**config.mk**
```make
export PLATFORM = sky130hd
export DESIGN_NAME = store_commit_buffer
export DESIGN_NICKNAME = d
export VERILOG_FILES = /design/src/rtl/store_commit_buffer.sv
export SDC_FILE = /design/constraint.sdc
export NUM_CORES = 1
export LEC_CHECK = 0
export BUFFER_PORTS_ARGS = -buffer_cell sky130_fd_sc_hd__buf_2
export CORE_MARGIN = 5
export CORE_UTILIZATION = 52
export CTS_BUF_LIST = sky130_fd_sc_hd__clkbuf_4
export DETAILED_ROUTE_END_ITERATION = 8
export GPL_ROUTABILITY_DRIVEN = 1
export MAX_ROUTING_LAYER = met4
export PLACE_DENSITY = 0.73
export SLEW_MARGIN = 10
export SYNTH_ARGS = -nofsm -noshare
export SYNTH_HDL_FRONTEND = slang
export SYNTH_SLANG_ARGS = --single-unit
export TNS_END_PERCENT = 20
```
**constraint.sdc**
```tcl
create_clock -name clk -period 5.2 [get_ports clk]
set_input_delay 0.52 -clock clk [delete_from_list [all_inputs] [get_ports clk]]
set_output_delay 0.52 -clock clk [all_outputs]
set_load 0.05 [all_outputs]
```
**src/rtl/store_commit_buffer.sv**
```systemverilog
// Committed-store write buffer: in-order FIFO between the ROB commit port and data memory,
// drained over a req/ack handshake, with a same-word load conflict check.
module store_commit_buffer #(
  parameter int unsigned DEPTH  = 4,
  parameter int unsigned ADDR_W = 32,
  parameter int unsigned DATA_W = 32
) (
  input  logic                  clk,
  input  logic                  rst,
  input  logic                  rob_write,
  input  logic [DATA_W/8-1:0]   rob_mask,
  input  logic [ADDR_W-1:0]     rob_addr,
  input  logic [DATA_W-1:0]     rob_data,
  output logic                  rob_write_valid,
  output logic                  mem_req,
  output logic [ADDR_W-1:0]     mem_addr,
  output logic [DATA_W/8-1:0]   mem_mask,
  output logic [DATA_W-1:0]     mem_data,
  input  logic                  mem_ack,
  input  logic [ADDR_W-1:0]     ld_check_addr,
  output logic                  ld_conflict,
  output logic                  buf_empty
);

  localparam int unsigned PTR_W   = $clog2(DEPTH);
  localparam int unsigned CNT_W   = PTR_W + 1;
  localparam int unsigned MASK_W  = DATA_W / 8;
  localparam int unsigned WADDR_W = ADDR_W - 2;

  typedef enum logic {
    S_IDLE = 1'b0,
    S_REQ  = 1'b1
  } state_t;

  // Entry storage holds word addresses only; byte offset is never needed.
  logic [WADDR_W-1:0] addr_mem_q [DEPTH];
  logic [MASK_W-1:0]  mask_mem_q [DEPTH];
  logic [DATA_W-1:0]  data_mem_q [DEPTH];

  logic [PTR_W-1:0]   rd_ptr_q, rd_ptr_d;
  logic [PTR_W-1:0]   wr_ptr_q, wr_ptr_d;
  logic [CNT_W-1:0]   count_q, count_d;
  state_t             state_q, state_d;
  logic               mem_req_q, mem_req_d;
  logic [WADDR_W-1:0] mem_waddr_q, mem_waddr_d;
  logic [MASK_W-1:0]  mem_mask_q, mem_mask_d;
  logic [DATA_W-1:0]  mem_data_q, mem_data_d;

  logic               push;
  logic               pop;
  logic [PTR_W-1:0]   offs;
  logic [WADDR_W-1:0] ld_waddr;

  assign rob_write_valid = (count_q < CNT_W'(DEPTH));
  assign push            = rob_write && rob_write_valid;
  assign buf_empty       = (count_q == '0) && !mem_req_q;

  assign mem_req  = mem_req_q;
  assign mem_addr = {mem_waddr_q, 2'b00};
  assign mem_mask = mem_mask_q;
  assign mem_data = mem_data_q;

  // Drain FSM and pointer/count next state.
  always_comb begin
    state_d     = state_q;
    mem_req_d   = mem_req_q;
    mem_waddr_d = mem_waddr_q;
    mem_mask_d  = mem_mask_q;
    mem_data_d  = mem_data_q;
    pop         = 1'b0;
    rd_ptr_d    = rd_ptr_q;
    wr_ptr_d    = wr_ptr_q;
    count_d     = count_q;

    case (state_q)
      S_IDLE: begin
        if (count_q != '0) begin
          mem_waddr_d = addr_mem_q[rd_ptr_q];
          mem_mask_d  = mask_mem_q[rd_ptr_q];
          mem_data_d  = data_mem_q[rd_ptr_q];
          mem_req_d   = 1'b1;
          state_d     = S_REQ;
        end
      end
      S_REQ: begin
        if (mem_ack) begin
          pop       = 1'b1;
          mem_req_d = 1'b0;
          state_d   = S_IDLE;
        end
      end
      default: state_d = S_IDLE;
    endcase

    if (push) wr_ptr_d = wr_ptr_q + PTR_W'(1);
    if (pop)  rd_ptr_d = rd_ptr_q + PTR_W'(1);

    case ({push, pop})
      2'b10:   count_d = count_q + CNT_W'(1);
      2'b01:   count_d = count_q - CNT_W'(1);
      default: count_d = count_q;
    endcase
  end

  // Conservative same-word hit against valid entries and the store being pushed now.
  always_comb begin
    ld_waddr    = ld_check_addr[ADDR_W-1:2];
    offs        = '0;
    ld_conflict = push && (rob_addr[ADDR_W-1:2] == ld_waddr);
    for (int unsigned i = 0; i < DEPTH; i++) begin
      offs = PTR_W'(i) - rd_ptr_q;
      if ((CNT_W'(offs) < count_q) && (addr_mem_q[i] == ld_waddr)) begin
        ld_conflict = 1'b1;
      end
    end
  end

  always_ff @(posedge clk) begin
    if (rst) begin
      state_q     <= S_IDLE;
      rd_ptr_q    <= '0;
      wr_ptr_q    <= '0;
      count_q     <= '0;
      mem_req_q   <= 1'b0;
      mem_waddr_q <= '0;
      mem_mask_q  <= '0;
      mem_data_q  <= '0;
    end else begin
      state_q     <= state_d;
      rd_ptr_q    <= rd_ptr_d;
      wr_ptr_q    <= wr_ptr_d;
      count_q     <= count_d;
      mem_req_q   <= mem_req_d;
      mem_waddr_q <= mem_waddr_d;
      mem_mask_q  <= mem_mask_d;
      mem_data_q  <= mem_data_d;
    end
  end

  // Payload storage needs no reset: validity is tracked by the pointers and count.
  always_ff @(posedge clk) begin
    if (push) begin
      addr_mem_q[wr_ptr_q] <= rob_addr[ADDR_W-1:2];
      mask_mem_q[wr_ptr_q] <= rob_mask;
      data_mem_q[wr_ptr_q] <= rob_data;
    end
  end

endmodule

```
==> results of run 1 <==
-- power by group --
part | internal, mW | switching, mW
logic | 0.703 | 1.78
registers | 3.35 | 0.219
clock network | 1.24 | 1.05
total | 5.30 | 3.04
-- state kept, by name (all words and copies together), names as in the netlist --
| signal | count |
|---|---|
| rd_ptr_q | 2 |
| data_mem_q | 128 |
| mem_mask | 4 |
| mask_mem_q | 16 |
| wr_ptr_q | 2 |
| mem_data | 32 |
| state_q | 1 |
| mem_req | 1 |
| count_q | 3 |
| mem_waddr_q | 30 |
| addr_mem_q | 120 |
-- layout by cell type (no fill, tap or decap), types with 9 or more instances in the layout --
cell and instances:
sky130_fd_sc_hd__clkbuf_4 136, sky130_fd_sc_hd__nor4_1 30, sky130_fd_sc_hd__nand2_1 134, sky130_fd_sc_hd__buf_2 168
sky130_fd_sc_hd__mux4_2 66, sky130_fd_sc_hd__a21oi_1 73, sky130_fd_sc_hd__inv_1 9, sky130_fd_sc_hd__nor2_1 10
sky130_fd_sc_hd__dlygate4sd3_1 15, sky130_fd_sc_hd__xnor2_1 45, sky130_fd_sc_hd__dfxtp_1 73, sky130_fd_sc_hd__clkinv_1 15
sky130_fd_sc_hd__nand4_1 20, sky130_fd_sc_hd__xor2_1 110, sky130_fd_sc_hd__ha_1 9, sky130_fd_sc_hd__edfxtp_1 264
-- worst max-delay path, cell delays in order, from the launching register on --
cell and delay [ps]:
sky130_fd_sc_hd__dfxtp_1 390, sky130_fd_sc_hd__nor2b_1 670, sky130_fd_sc_hd__nand4_1 280, sky130_fd_sc_hd__nor4_1 380
sky130_fd_sc_hd__nand4_1 140, sky130_fd_sc_hd__o31a_1 140, sky130_fd_sc_hd__nand4_1 170, sky130_fd_sc_hd__buf_2 300
-- final timing paths --
check,startpoint,endpoint
hold reg to reg,mem_data[7]$_SDFFE_PP0P_,mem_data[7]$_SDFFE_PP0P_
setup reg to reg,rd_ptr_q[0]$_SDFFE_PP0P_,mem_waddr_q[27]$_SDFFE_PP0P_
setup / recovery,count_q[2]$_SDFFE_PP0P_,ld_conflict
hold / removal,rob_data[25],data_mem_q[3][25]$_DFFE_PP_
-- through the flow --
step | total power, mW | instance area, um^2 | setup slack, ps | instances | utilization
after floorplan | 5.48 | 14200 | 2300 | 942 | -
after global placement | 6.09 | 15100 | 2140 | 1383 | 0.562
after detailed placement | 6.15 | 15100 | 2130 | 1383 | 0.562
after CTS | 8.46 | 16400 | 1550 | 1558 | 0.610
after global routing | 8.80 | 16500 | 1380 | 1563 | 0.611
final | 8.34 | 16500 | 1510 | 1564 | 0.611
-- final cells by class --
cell class                      count  area, um^2  share of cell area
Clock buffer                      136        1020              0.0620
Inverter                            9        33.8             0.00205
Tap cell                          341         427              0.0259
Sequential cell                   339        9440               0.573
Timing Repair Buffer              188        1030              0.0625
Clock inverter                     24         131             0.00798
Antenna cell                        6        15.0            0.000912
Multi-Input combinational cell    521        4360               0.265
-- kinds of logic (layout without fill, tap and decap cells) --
| logic type | Yosys count | in the layout | synth area share |
|---|---|---|---|
| flops | 339 | 339 | 0.664 |
| simple gates | 208 | 208 | 0.0663 |
| xor+xnor | 156 | 156 | 0.0967 |
| buf+inv | 82 | 357 | 0.0307 |
| compound gates | 79 | 79 | 0.0284 |
| mux | 66 | 66 | 0.105 |
| fa+ha+maj | 10 | 10 | 0.00933 |
| other cells | 1 | 8 | 0.000264 |
-- metal layers --
metal / vias to the layer above / routed length, um / share of wire
met2: 347 / 16600 / 0.49
met4: 0 / 782 / 0.023
met3: 60 / 2970 / 0.088
met5: - / 0 / 0
li1: 3935 / - / -
met1: 4164 / 13400 / 0.40
==> reports/qor.json, run 1 <==
{
  "run_status": {"value": "complete, no violations"},
  "synth.area.top_cells": {"value": "sky130_fd_sc_hd__edfxtp_1 (56%), sky130_fd_sc_hd__dfxtp_1 (11%), sky130_fd_sc_hd__mux4_2 (10%)"},
  "synth_common_cells": {"value": "sky130_fd_sc_hd__edfxtp_1 (264), sky130_fd_sc_hd__nand2_1 (134), sky130_fd_sc_hd__xor2_1 (110)"},
  "asyncSetResetFlopFracSynth": {"value": 0},
  "postSynthRegisterBits": {"value": 339},
  "dominantRegCellSynth": {"value": "sky130_fd_sc_hd__edfxtp_1"},
  "synth_area_leader_cell": {"value": "sky130_fd_sc_hd__edfxtp_1"},
  "dieWidth": {"value": 175, "unit": "um"},
  "num_ports": {"value": 176},
  "timing.critical_path.required": {"value": 4680, "unit": "ps"},
  "synthMostInstantiatedCell": {"value": "sky130_fd_sc_hd__edfxtp_1"},
  "synth.distinct_cells": {"value": 30},
  "hold_class": {"value": "in2reg"},
  "synth_edf_count": {"value": 264},
  "cp_max_fo": {"value": 9},
  "clkLatencyLatePin": {"value": 680, "unit": "ps"},
  "setup_violations": {"value": 0},
  "syn_to_final_growth": {"value": 15.8, "unit": "%"},
  "cts_inserted_buffers": {"value": 86},
  "drt.antenna.violating_nets": {"value": 0},
  "worst_clock_skew": {"value": 33.8, "unit": "ps"},
  "post_cts.repair.setup_buffers": {"value": 0},
  "fin_worst_hold_slack": {"value": 56.1, "unit": "ps"},
  "cts.reportedPaths.clkPinSlew": {"value": 70, "unit": "ps"},
  "finalCritPeriodShare": {"value": 0.709},
  "cts-htree-levels": {"value": 3},
  "route.vias.total": {"value": 8506},
  "std_cell_core_area": {"value": 27000, "unit": "um^2"},
  "ys_seq_area_frac": {"value": 0.664},
  "drc_errors": {"value": 0},
  "fin_setup_tns": {"value": 0, "unit": "ps"},
  "leakage": {"value": 5.91, "unit": "nW"},
  "max-clock-path-buffers": {"value": 3},
  "period_needed": {"value": 3690, "unit": "ps"},
  "die_area": {"value": 30700, "unit": "um^2"},
  "grt_pass1_vias": {"value": 8927},
  "syn_avg_cell_area": {"value": 15.1, "unit": "um^2"},
  "grt_max_degree": {"value": 76},
  "ys_warn_count": {"value": 0},
  "rsz0062_at_grt": {"value": "false"},
  "nNetsFinal": {"value": 1259},
  "portBuffers": {"value": 169},
  "whs_path_depth": {"value": 1},
  "postCtsResizedCells": {"value": 0},
  "slew_headroom": {"value": 0.255},
  "cts_root_buf": {"value": "sky130_fd_sc_hd__clkbuf_4"},
  "synth_largest_type_area_fraction": {"value": 0.558},
  "first_pass_iters": {"value": 5},
  "critPathCaptureType": {"value": "output port"},
  "use_met2": {"value": 0.361},
  "pwr_density_cell": {"value": 507, "unit": "nW/um^2"},
  "route.final.wire_length": {"value": 33.7, "unit": "mm"},
  "dp_hpwl": {"value": 21.7, "unit": "mm"},
  "syn-instance-count": {"value": 941},
  "report.final.slew_viol_count": {"value": 0},
  "timing_worst_setup_path_type": {"value": "reg2out"},
  "globalRouteOverflowTotal": {"value": 0},
  "rows": {"value": 60},
  "grt_most_used_layer": {"value": "met2"},
  "met3_usage": {"value": 0.0590},
  "fmax": {"value": 271, "unit": "MHz"},
  "grt_first_pass_wirelength": {"value": 51.3, "unit": "mm"},
  "ff2ff_path_depth": {"value": 4},
  "post_route_cells_drive_above_1_share": {"value": 0.324},
  "timing.critical_path.arrival": {"value": 3170, "unit": "ps"},
  "globalRouteMet1Util": {"value": 0.288},
  "cts.hold.buffers_added": {"value": 15},
  "vdd.ir_drop.worst": {"value": 367, "unit": "uV"},
  "critical_path.startpoint_type": {"value": "register"},
  "grt.total_usage": {"value": 0.227},
  "avgRoutedWirePerCell": {"value": 21.5, "unit": "um"},
  "timing.max_cap.violations": {"value": 0},
  "cts_tree": {"value": "built"},
  "height_of_the_die": {"value": 175, "unit": "um"},
  "gp_congestion": {"value": 0.943},
  "dr.first_iter.drc_count": {"value": 593},
  "antenna_found_initial": {"value": 5},
  "reg2reg_slack": {"value": 2660, "unit": "ps"},
  "cts_sinks": {"value": 339},
  "viasPerCell": {"value": 5.44},
  "initial_core_util": {"value": 0.527},
  "fill_cells": {"value": 2132},
  "synthesis.area": {"value": 14200, "unit": "um^2"},
  "hold_viol": {"value": 0},
  "max_slew.worst_pin.slew": {"value": 1120, "unit": "ps"}
}
Power figures use the tool's default switching activity.
==> run 2, diff against run 1 <==
--- a/config.mk
+++ b/config.mk
@@ -5,6 +5,7 @@
 export SDC_FILE = /design/constraint.sdc
 export NUM_CORES = 1
 export LEC_CHECK = 0
+export ABC_AREA = 1
 export BUFFER_PORTS_ARGS = -buffer_cell sky130_fd_sc_hd__buf_2
 export CORE_MARGIN = 5
 export CORE_UTILIZATION = 52
==> constraint.sdc (replaced) <==
create_clock -name clk -period 3.4 [get_ports clk]
set_input_delay 0.34 -clock clk [delete_from_list [all_inputs] [get_ports clk]]
set_output_delay 0.34 -clock clk [all_outputs]
set_load 0.05 [all_outputs]
==> reports/qor.json, run 2 <==
{
  "post_route_cells_drive_above_1_share": {"value": 0.217, "change": "-0.107"},
  "report.final.slew_viol_count": {"value": 0, "change": "unchanged"},
  "dominantRegCellSynth": {"value": "sky130_fd_sc_hd__edfxtp_1"},
  "max_slew.worst_pin.slew": {"value": 979, "unit": "ps", "change": "-139 ps"},
  "leakage": {"value": 6.77, "unit": "nW", "change": "+14%"},
  "cts_sinks": {"value": 339, "change": "unchanged"},
  "whs_path_depth": {"value": 3, "change": "+2"},
  "num_ports": {"value": 176, "change": "unchanged"},
  "antenna_found_initial": {"value": 5, "change": "unchanged"},
  "cts_root_buf": {"value": "sky130_fd_sc_hd__clkbuf_4"},
  "synth_largest_type_area_fraction": {"value": 0.549, "change": "-0.00904"},
  "rows": {"value": 61, "change": "+1.7%"},
  "timing.critical_path.required": {"value": 3060, "unit": "ps", "change": "-1620 ps"},
  "cp_max_fo": {"value": 4, "change": "-5"},
  "asyncSetResetFlopFracSynth": {"value": 0, "change": "unchanged"},
  "fin_setup_tns": {"value": 0, "unit": "ps", "change": "unchanged"},
  "ys_warn_count": {"value": 0, "change": "unchanged"},
  "synth_common_cells": {"value": "sky130_fd_sc_hd__edfxtp_1 (264), sky130_fd_sc_hd__nand2_1 (222), sky130_fd_sc_hd__inv_1 (96)"},
  "pwr_density_cell": {"value": 664, "unit": "nW/um^2", "change": "+31%"},
  "regMostFlops": {"value": "data_mem_q"},
  "first_pass_iters": {"value": 6, "change": "+1"},
  "height_of_the_die": {"value": 177, "unit": "um", "change": "+0.77%"},
  "pre_cts_slack": {"value": 850, "unit": "ps", "change": "-1280 ps"},
  "dp_hpwl": {"value": 22.4, "unit": "mm", "change": "+3.3%"},
  "dieWidth": {"value": 177, "unit": "um", "change": "+0.77%"},
  "vdd.ir_drop.worst": {"value": 474, "unit": "uV", "change": "+29%"},
  "slew_headroom": {"value": 0.347, "change": "+0.0925"},
  "worst_clock_skew": {"value": 60.1, "unit": "ps", "change": "+26.3 ps"},
  "synth_area_leader_cell": {"value": "sky130_fd_sc_hd__edfxtp_1"},
  "grt_max_degree": {"value": 72, "change": "-5.3%"},
  "globalRouteOverflowTotal": {"value": 0, "change": "unchanged"},
  "rsz0062_at_grt": {"value": "false"},
  "cts.reportedPaths.clkPinSlew": {"value": 70, "unit": "ps", "change": "about the same"},
  "layout_commonest_cell": {"value": "sky130_fd_sc_hd__edfxtp_1"},
  "avgRoutedWirePerCell": {"value": 19.4, "unit": "um", "change": "-10%"},
  "nNetsFinal": {"value": 1649, "change": "+31%"},
  "syn_avg_cell_area": {"value": 11.4, "unit": "um^2", "change": "-25%"},
  "total_power_consumption": {"value": 11.6, "unit": "mW", "change": "+38%"},
  "reg2reg_slack": {"value": 810, "unit": "ps", "change": "-1850 ps"},
  "setup_violations": {"value": 0, "change": "unchanged"},
  "fmax": {"value": 312, "unit": "MHz"},
  "viasPerCell": {"value": 5.42, "change": "-0.39%"},
  "synthMostInstantiatedCell": {"value": "sky130_fd_sc_hd__edfxtp_1"},
  "critical_path.startpoint_type": {"value": "register"},
  "drt.antenna.violating_nets": {"value": 0, "change": "unchanged"},
  "hold_class": {"value": "in2reg"},
  "route.vias.total": {"value": 10800, "change": "+27%"},
  "synth.area.top_cells": {"value": "sky130_fd_sc_hd__edfxtp_1 (55%), sky130_fd_sc_hd__dfxtp_1 (10%), sky130_fd_sc_hd__nand2_1 (5.8%)"},
  "post_cts.repair.setup_buffers": {"value": 0, "change": "unchanged"},
  "cts_inserted_buffers": {"value": 86, "change": "unchanged"},
  "postSynthRegisterBits": {"value": 339, "change": "unchanged"},
  "postLayoutCoreUtil": {"value": 0.630, "change": "+0.0190"},
  "initial_core_util": {"value": 0.523, "change": "-0.00447"},
  "syn_to_final_growth": {"value": 20.5, "unit": "%"},
  "max-clock-path-buffers": {"value": 3, "change": "unchanged"},
  "synth.distinct_cells": {"value": 33, "change": "+10%"},
  "grt_pass1_vias": {"value": 11200, "change": "+26%"},
  "gp_congestion": {"value": 0.877, "change": "-7.0%"},
  "synthesis.area": {"value": 14400, "unit": "um^2", "change": "+1.6%"},
  "dr.first_iter.drc_count": {"value": 863, "change": "+46%"},
  "timing_worst_setup_path_type": {"value": "reg2out"},
  "final_critical_path_setup_slack": {"value": 200, "unit": "ps", "change": "-1310 ps"},
  "run_status": {"value": "complete, no violations"},
  "clkLatencyLatePin": {"value": 730, "unit": "ps", "change": "+50 ps"},
  "die_area": {"value": 31200, "unit": "um^2", "change": "+1.6%"},
  "hold_viol": {"value": 0, "change": "unchanged"},
  "timing.max_cap.violations": {"value": 0, "change": "unchanged"},
  "ys_seq_area_frac": {"value": 0.653, "change": "-0.0108"},
  "period_needed": {"value": 3200, "unit": "ps"},
  "grt_first_pass_wirelength": {"value": 60.1, "unit": "mm", "change": "+17%"},
  "largest_register_ffs": {"value": 128, "change": "unchanged"},
  "placed_instances": {"value": 1756, "change": "+27%"},
  "finalCritPeriodShare": {"value": 0.941},
  "std_cell_core_area": {"value": 27600, "unit": "um^2", "change": "+2.5%"},
  "cts-htree-levels": {"value": 3, "change": "unchanged"},
  "ff2ff_path_depth": {"value": 6, "change": "+2"},
  "route.final.wire_length": {"value": 38.6, "unit": "mm", "change": "+15%"},
  "cts_tree": {"value": "built"},
  "drc_errors": {"value": 0, "change": "unchanged"},
  "critPathCaptureType": {"value": "output port"},
  "portBuffers": {"value": 169, "change": "unchanged"},
  "leading_cell_types_in_the_layout_fill_and_taps_excluded": {"value": "sky130_fd_sc_hd__edfxtp_1 (264), sky130_fd_sc_hd__nand2_1 (222), sky130_fd_sc_hd__buf_2 (168), sky130_fd_sc_hd__clkbuf_4 (140), sky130_fd_sc_hd__inv_1 (95)"},
  "syn-instance-count": {"value": 1271, "change": "+35%"},
  "grt.total_usage": {"value": 0.255, "change": "+0.0282"},
  "finish.cell_count_without_fillers": {"value": 1990, "change": "+27%"},
  "timing.critical_path.arrival": {"value": 2860, "unit": "ps", "change": "-310 ps"},
  "synth_edf_count": {"value": 264, "change": "unchanged"}
}
run 2: critical path, stage by stage, from the launching register on:
cell                       delay, ps
sky130_fd_sc_hd__dfxtp_1         360
sky130_fd_sc_hd__nand2_1         120
sky130_fd_sc_hd__inv_2            40
sky130_fd_sc_hd__nor2_1          190
sky130_fd_sc_hd__inv_1            70
sky130_fd_sc_hd__ha_1            270
sky130_fd_sc_hd__a21boi_0        120
sky130_fd_sc_hd__o21ai_0         240
sky130_fd_sc_hd__nand4_1         140
sky130_fd_sc_hd__nor2_1          120
sky130_fd_sc_hd__nor2_1           60
sky130_fd_sc_hd__nand2_1         150
sky130_fd_sc_hd__clkbuf_4        270
run 2: final cells by class:
class / count / area, um^2
Antenna cell: 5 / 12.5
Clock buffer: 139 / 1040
Clock inverter: 21 / 104
Fill cell: 2230 / 10200
Inverter: 99 / 372
Multi-Input combinational cell: 751 / 4260
Sequential cell: 339 / 9430
Tap cell: 378 / 473
Timing Repair Buffer: 258 / 1710
run 2: cells by family (layout without fill, tap and decap cells):
family                   count (synthesis)  count (layout)  share of synthesized area
adder cells (fa/ha/maj)                 10              10                    0.00918
XOR/XNOR                                95              95                     0.0576
buffers and inverters                  182             517                     0.0558
other                                    1               7                   0.000260
AO/OA/AOI/OAI                          244             244                      0.111
AND/OR/NAND/NOR                        400             400                      0.113
flip-flops                             339             339                      0.653
run 2: per-layer routing:
layer / vias up / GRT usage / wire (um)
met5: - / - / 0
met4: 0 / 0.0916 / 950
met3: 70 / 0.0592 / 2980
met2: 427 / 0.422 / 19000
met1: 5194 / 0.309 / 15700
li1: 5090 / - / -
run 2: path summary, 6_finish.rpt:
| check | start | endpoint |
|---|---|---|
| worst max register to register | rd_ptr_q[0]$_SDFFE_PP0P_ | mem_waddr_q[23]$_SDFFE_PP0P_ |
| worst max-delay path | rd_ptr_q[0]$_SDFFE_PP0P_ | ld_conflict |
| worst min register to register | mem_req$_SDFFE_PP0P_ | mem_req$_SDFFE_PP0P_ |
| worst min-delay path | rob_write | wr_ptr_q[0]$_SDFFE_PP0P_ |
run 2: through the flow:
step | hold WS (ps) | cell area, um^2
2_1_floorplan | 409 | 14400
3_3_place_gp | 484 | 15500
3_5_place_dp | 491 | 15500
4_1_cts | 128 | 17400
5_1_grt | 147 | 17400
6_report | 178 | 17400
run 2: repair_timing:
item                                    4_1_cts  5_1_grt
endpoints found under the hold margin       268        0
gates resized for setup                       0        2
hold buffers                                 69        0
endpoints found under the setup margin        0        1
run 2: power breakdown:
group / leakage, nW / switching (mW) / internal (mW) / total, mW
combinational: 3.04 / 2.10 / 0.714 / 2.82
sequential: 3.04 / 0.247 / 4.98 / 5.22
clock: 0.685 / 1.65 / 1.86 / 3.51
==> run 3, diff against run 2 <==
--- a/config.mk
+++ b/config.mk
@@ -6,7 +6,7 @@
 export NUM_CORES = 1
 export LEC_CHECK = 0
 export ABC_AREA = 1
-export BUFFER_PORTS_ARGS = -buffer_cell sky130_fd_sc_hd__buf_2
+export BUFFER_PORTS_ARGS = -buffer_cell sky130_fd_sc_hd__buf_4
 export CORE_MARGIN = 5
 export CORE_UTILIZATION = 52
 export CTS_BUF_LIST = sky130_fd_sc_hd__clkbuf_4
==> reports/qor.json, run 3 (synthesis results as in run 2) <==
{
  "hold_viol": {"value": 0, "change": "unchanged"},
  "cts_sinks": {"value": 339, "change": "unchanged"},
  "cts_root_buf": {"value": "sky130_fd_sc_hd__clkbuf_4"},
  "period_needed": {"value": 3150, "unit": "ps", "change": "-45.2 ps"},
  "grt_pass1_vias": {"value": 11200, "change": "-0.41%"},
  "slew_headroom": {"value": 0.357, "change": "+0.00971"},
  "dr.first_iter.drc_count": {"value": 941, "change": "+9.0%"},
  "share_comb_of_total_power": {"value": 0.252, "change": "+0.008"},
  "hold_class": {"value": "in2reg"},
  "grt_first_pass_wirelength": {"value": 59.4, "unit": "mm", "change": "-1.2%"},
  "dieWidth": {"value": 177, "unit": "um", "change": "unchanged"},
  "timing.critical_path.arrival": {"value": 2810, "unit": "ps", "change": "-50 ps"},
  "first_pass_iters": {"value": 5, "change": "-1"},
  "use_met2": {"value": 0.413, "change": "-0.00894"},
  "rsz0062_at_grt": {"value": "false"},
  "post_dp_cell_area": {"value": 16000, "unit": "um^2", "change": "+3.0%"},
  "globalRouteMet1Util": {"value": 0.310, "change": "about the same"},
  "p_int": {"value": 7.85, "unit": "mW", "change": "+4.0%"},
  "gp_congestion": {"value": 0.876, "change": "-0.10%"},
  "leakage": {"value": 6.88, "unit": "nW", "change": "+1.7%"},
  "cts_tree": {"value": "built"},
  "worst_clock_skew": {"value": 47.3, "unit": "ps", "change": "-12.8 ps"},
  "max-clock-path-buffers": {"value": 3, "change": "unchanged"},
  "viasPerCell": {"value": 5.40, "change": "-0.38%"},
  "critical_path.startpoint_type": {"value": "register"},
  "final_design_area_no_fill": {"value": 17900, "unit": "um^2", "change": "+2.9%"},
  "pre_cts_slack": {"value": 704, "unit": "ps", "change": "-146 ps"},
  "met3_usage": {"value": 0.0568, "change": "-0.00235"},
  "num_ports": {"value": 176, "change": "unchanged"},
  "postLayoutCoreUtil": {"value": 0.648, "change": "+0.0182"},
  "crit_path_frequent_cell": {"value": "sky130_fd_sc_hd__nor2_1"},
  "die_area": {"value": 31200, "unit": "um^2", "change": "unchanged"},
  "globalRouteOverflowTotal": {"value": 0, "change": "unchanged"},
  "height_of_the_die": {"value": 177, "unit": "um", "change": "unchanged"},
  "post_route_cells_drive_above_1_share": {"value": 0.207, "change": "-0.00996"},
  "power.switching": {"value": 4.05, "unit": "mW", "change": "+1.2%"},
  "antenna_found_initial": {"value": 4, "change": "-1"},
  "layout_commonest_cell": {"value": "sky130_fd_sc_hd__edfxtp_1"},
  "max_slew.worst_pin.slew": {"value": 964, "unit": "ps", "change": "-14.6 ps"},
  "placed_instances": {"value": 1754, "change": "-0.11%"},
  "critPathCaptureType": {"value": "output port"},
  "seq_power_share": {"value": 0.440, "change": "-0.012"},
  "cts-htree-levels": {"value": 3, "change": "unchanged"},
  "syn_to_final_growth": {"value": 23.9, "unit": "%"},
  "timing.critical_path.required": {"value": 3060, "unit": "ps", "change": "about the same"},
  "avgRoutedWirePerCell": {"value": 19.3, "unit": "um", "change": "-0.30%"},
  "fin_worst_hold_slack": {"value": 169, "unit": "ps", "change": "-8.46 ps"},
  "drt.antenna.violating_nets": {"value": 0, "change": "unchanged"},
  "cts_inserted_buffers": {"value": 86, "change": "unchanged"},
  "vdd.ir_drop.worst": {"value": 486, "unit": "uV", "change": "+2.6%"},
  "pwr_density_cell": {"value": 665, "unit": "nW/um^2", "change": "+0.12%"},
  "clkLatencyLatePin": {"value": 720, "unit": "ps", "change": "about the same"},
  "grt_most_used_layer": {"value": "met2"},
  "initial_core_util": {"value": 0.523, "change": "unchanged"},
  "drc_errors": {"value": 0, "change": "unchanged"},
  "timing_worst_setup_path_type": {"value": "reg2out"},
  "rows": {"value": 61, "change": "unchanged"},
  "fin_setup_tns": {"value": 0, "unit": "ps", "change": "unchanged"},
  "p_sw_frac": {"value": 0.340, "change": "-0.00615"},
  "reg2reg_slack": {"value": 1100, "unit": "ps", "change": "+290 ps"},
  "run_status": {"value": "complete, no violations"},
  "std_cell_core_area": {"value": 27600, "unit": "um^2", "change": "unchanged"},
  "route.final.wire_length": {"value": 38.4, "unit": "mm", "change": "-0.35%"},
  "final_critical_path_setup_slack": {"value": 245, "unit": "ps", "change": "+45.2 ps"},
  "cp_max_fo": {"value": 12, "change": "+8"},
  "clkPwrFrac": {"value": 0.308, "change": "+0.004"},
  "report.final.slew_viol_count": {"value": 0, "change": "unchanged"},
  "grt.total_usage": {"value": 0.252, "change": "-0.00269"},
  "crit_chain": {"value": "nand2_1, inv_2, nor2_1, inv_1, ha_1, a21boi_0, o21ai_0, nand4_1, nor2_1, nor2_1, nand2_1, buf_4"},
  "nNetsFinal": {"value": 1648, "change": "-0.061%"},
  "cpMaxStageDelayCell": {"value": "sky130_fd_sc_hd__dfxtp_4"},
  "dp_hpwl": {"value": 22.7, "unit": "mm", "change": "+0.96%"},
  "portBuffers": {"value": 169, "change": "unchanged"},
  "route.vias.total": {"value": 10700, "change": "-0.43%"},
  "leading_cell_types_in_the_layout_fill_and_taps_excluded": {"value": "sky130_fd_sc_hd__edfxtp_1 (264), sky130_fd_sc_hd__nand2_1 (222), sky130_fd_sc_hd__buf_4 (181), sky130_fd_sc_hd__clkbuf_4 (121), sky130_fd_sc_hd__inv_1 (95)"},
  "cts.reportedPaths.clkPinSlew": {"value": 70, "unit": "ps", "change": "about the same"},
  "setup_violations": {"value": 0, "change": "unchanged"},
  "finalCritPeriodShare": {"value": 0.928, "change": "-0.0133"},
  "crit_path_max_incr_delay": {"value": 420, "unit": "ps", "change": "+60 ps"},
  "finish.cell_count_without_fillers": {"value": 1989, "change": "-0.050%"},
  "total_power_consumption": {"value": 11.9, "unit": "mW", "change": "+3.0%"},
  "grt_max_degree": {"value": 72, "change": "unchanged"},
  "largest_register_ffs": {"value": 128, "change": "unchanged"},
  "timing.max_cap.violations": {"value": 0, "change": "unchanged"},
  "fmax": {"value": 317, "unit": "MHz", "change": "+1.4%"},
  "regMostFlops": {"value": "data_mem_q"}
}
-- run 3: cell count changes in the layout (fill, tap and decap cells not counted), moves of 2 or more --
| cell | previous run | this run |
|---|---|---|
| sky130_fd_sc_hd__clkinv_2 | 2 | 5 |
| sky130_fd_sc_hd__buf_12 | 1 | 6 |
| sky130_fd_sc_hd__clkbuf_4 | 140 | 121 |
| sky130_fd_sc_hd__clkinvlp_4 | 2 | 0 |
| sky130_fd_sc_hd__bufinv_16 | 0 | 4 |
| sky130_fd_sc_hd__buf_2 | 168 | 0 |
| sky130_fd_sc_hd__buf_4 | 18 | 181 |
| sky130_fd_sc_hd__clkinv_1 | 14 | 30 |
-- run 3: timing repair --
| action | in CTS | in global routing |
|---|---|---|
| setup buffers | 0 | 1 |
| endpoints found under the setup margin | 1 | 1 |
| hold buffers | 69 | 0 |
| gates resized for setup | 1 | 0 |
| endpoints found under the hold margin | 268 | 0 |
-- run 3: path summary, 6_finish.rpt --
kind | startpoint | to | depth (start not counted)
min | rob_write | wr_ptr_q[1]$_SDFFE_PP0P_ | 3
max reg2reg | count_q[2]$_SDFFE_PP0P_ | count_q[2]$_SDFFE_PP0P_ | 9
min reg2reg | mem_req$_SDFFE_PP0P_ | mem_req$_SDFFE_PP0P_ | 1
max | rd_ptr_q[1]$_SDFFE_PP0P_ | ld_conflict | 12
-- run 3: critical path, delay by kind of cell, from the launching register on --
kind,cells,cell delay (ps)
AND/OR/NAND/NOR,6,750
flip-flops,1,420
buffers and inverters,3,350
AO/OA/AOI/OAI,2,330
adder cells (fa/ha/maj),1,260
-- run 3: cell type report --
| type | count | area (um^2) |
|---|---|---|
| clock inverter | 40 | 267 |
| inverter | 99 | 372 |
| timing repair buffer | 257 | 2180 |
| antenna | 4 | 10.0 |
| clock buffer | 121 | 908 |
| tap | 378 | 473 |
| fill | 2192 | 9730 |
| sequential | 339 | 9430 |
| multi-input combinational | 751 | 4260 |
-- run 3: power groups by stage --
stage	registers, mW	clock network [mW]	logic (mW)
after floorplan	6.20	0	1.07
after global placement	5.31	0	2.89
after detailed placement	5.32	0	2.93
after CTS	5.24	3.71	3.01
after global routing	5.28	3.97	3.20
final	5.24	3.66	3.00
-- run 3: metal layers --
layer / wire length (um) / up-vias
met5: 0 / -
met4: 953 / 0
met3: 3180 / 79
met2: 19000 / 444
met1: 15300 / 5135
li1: - / 5077
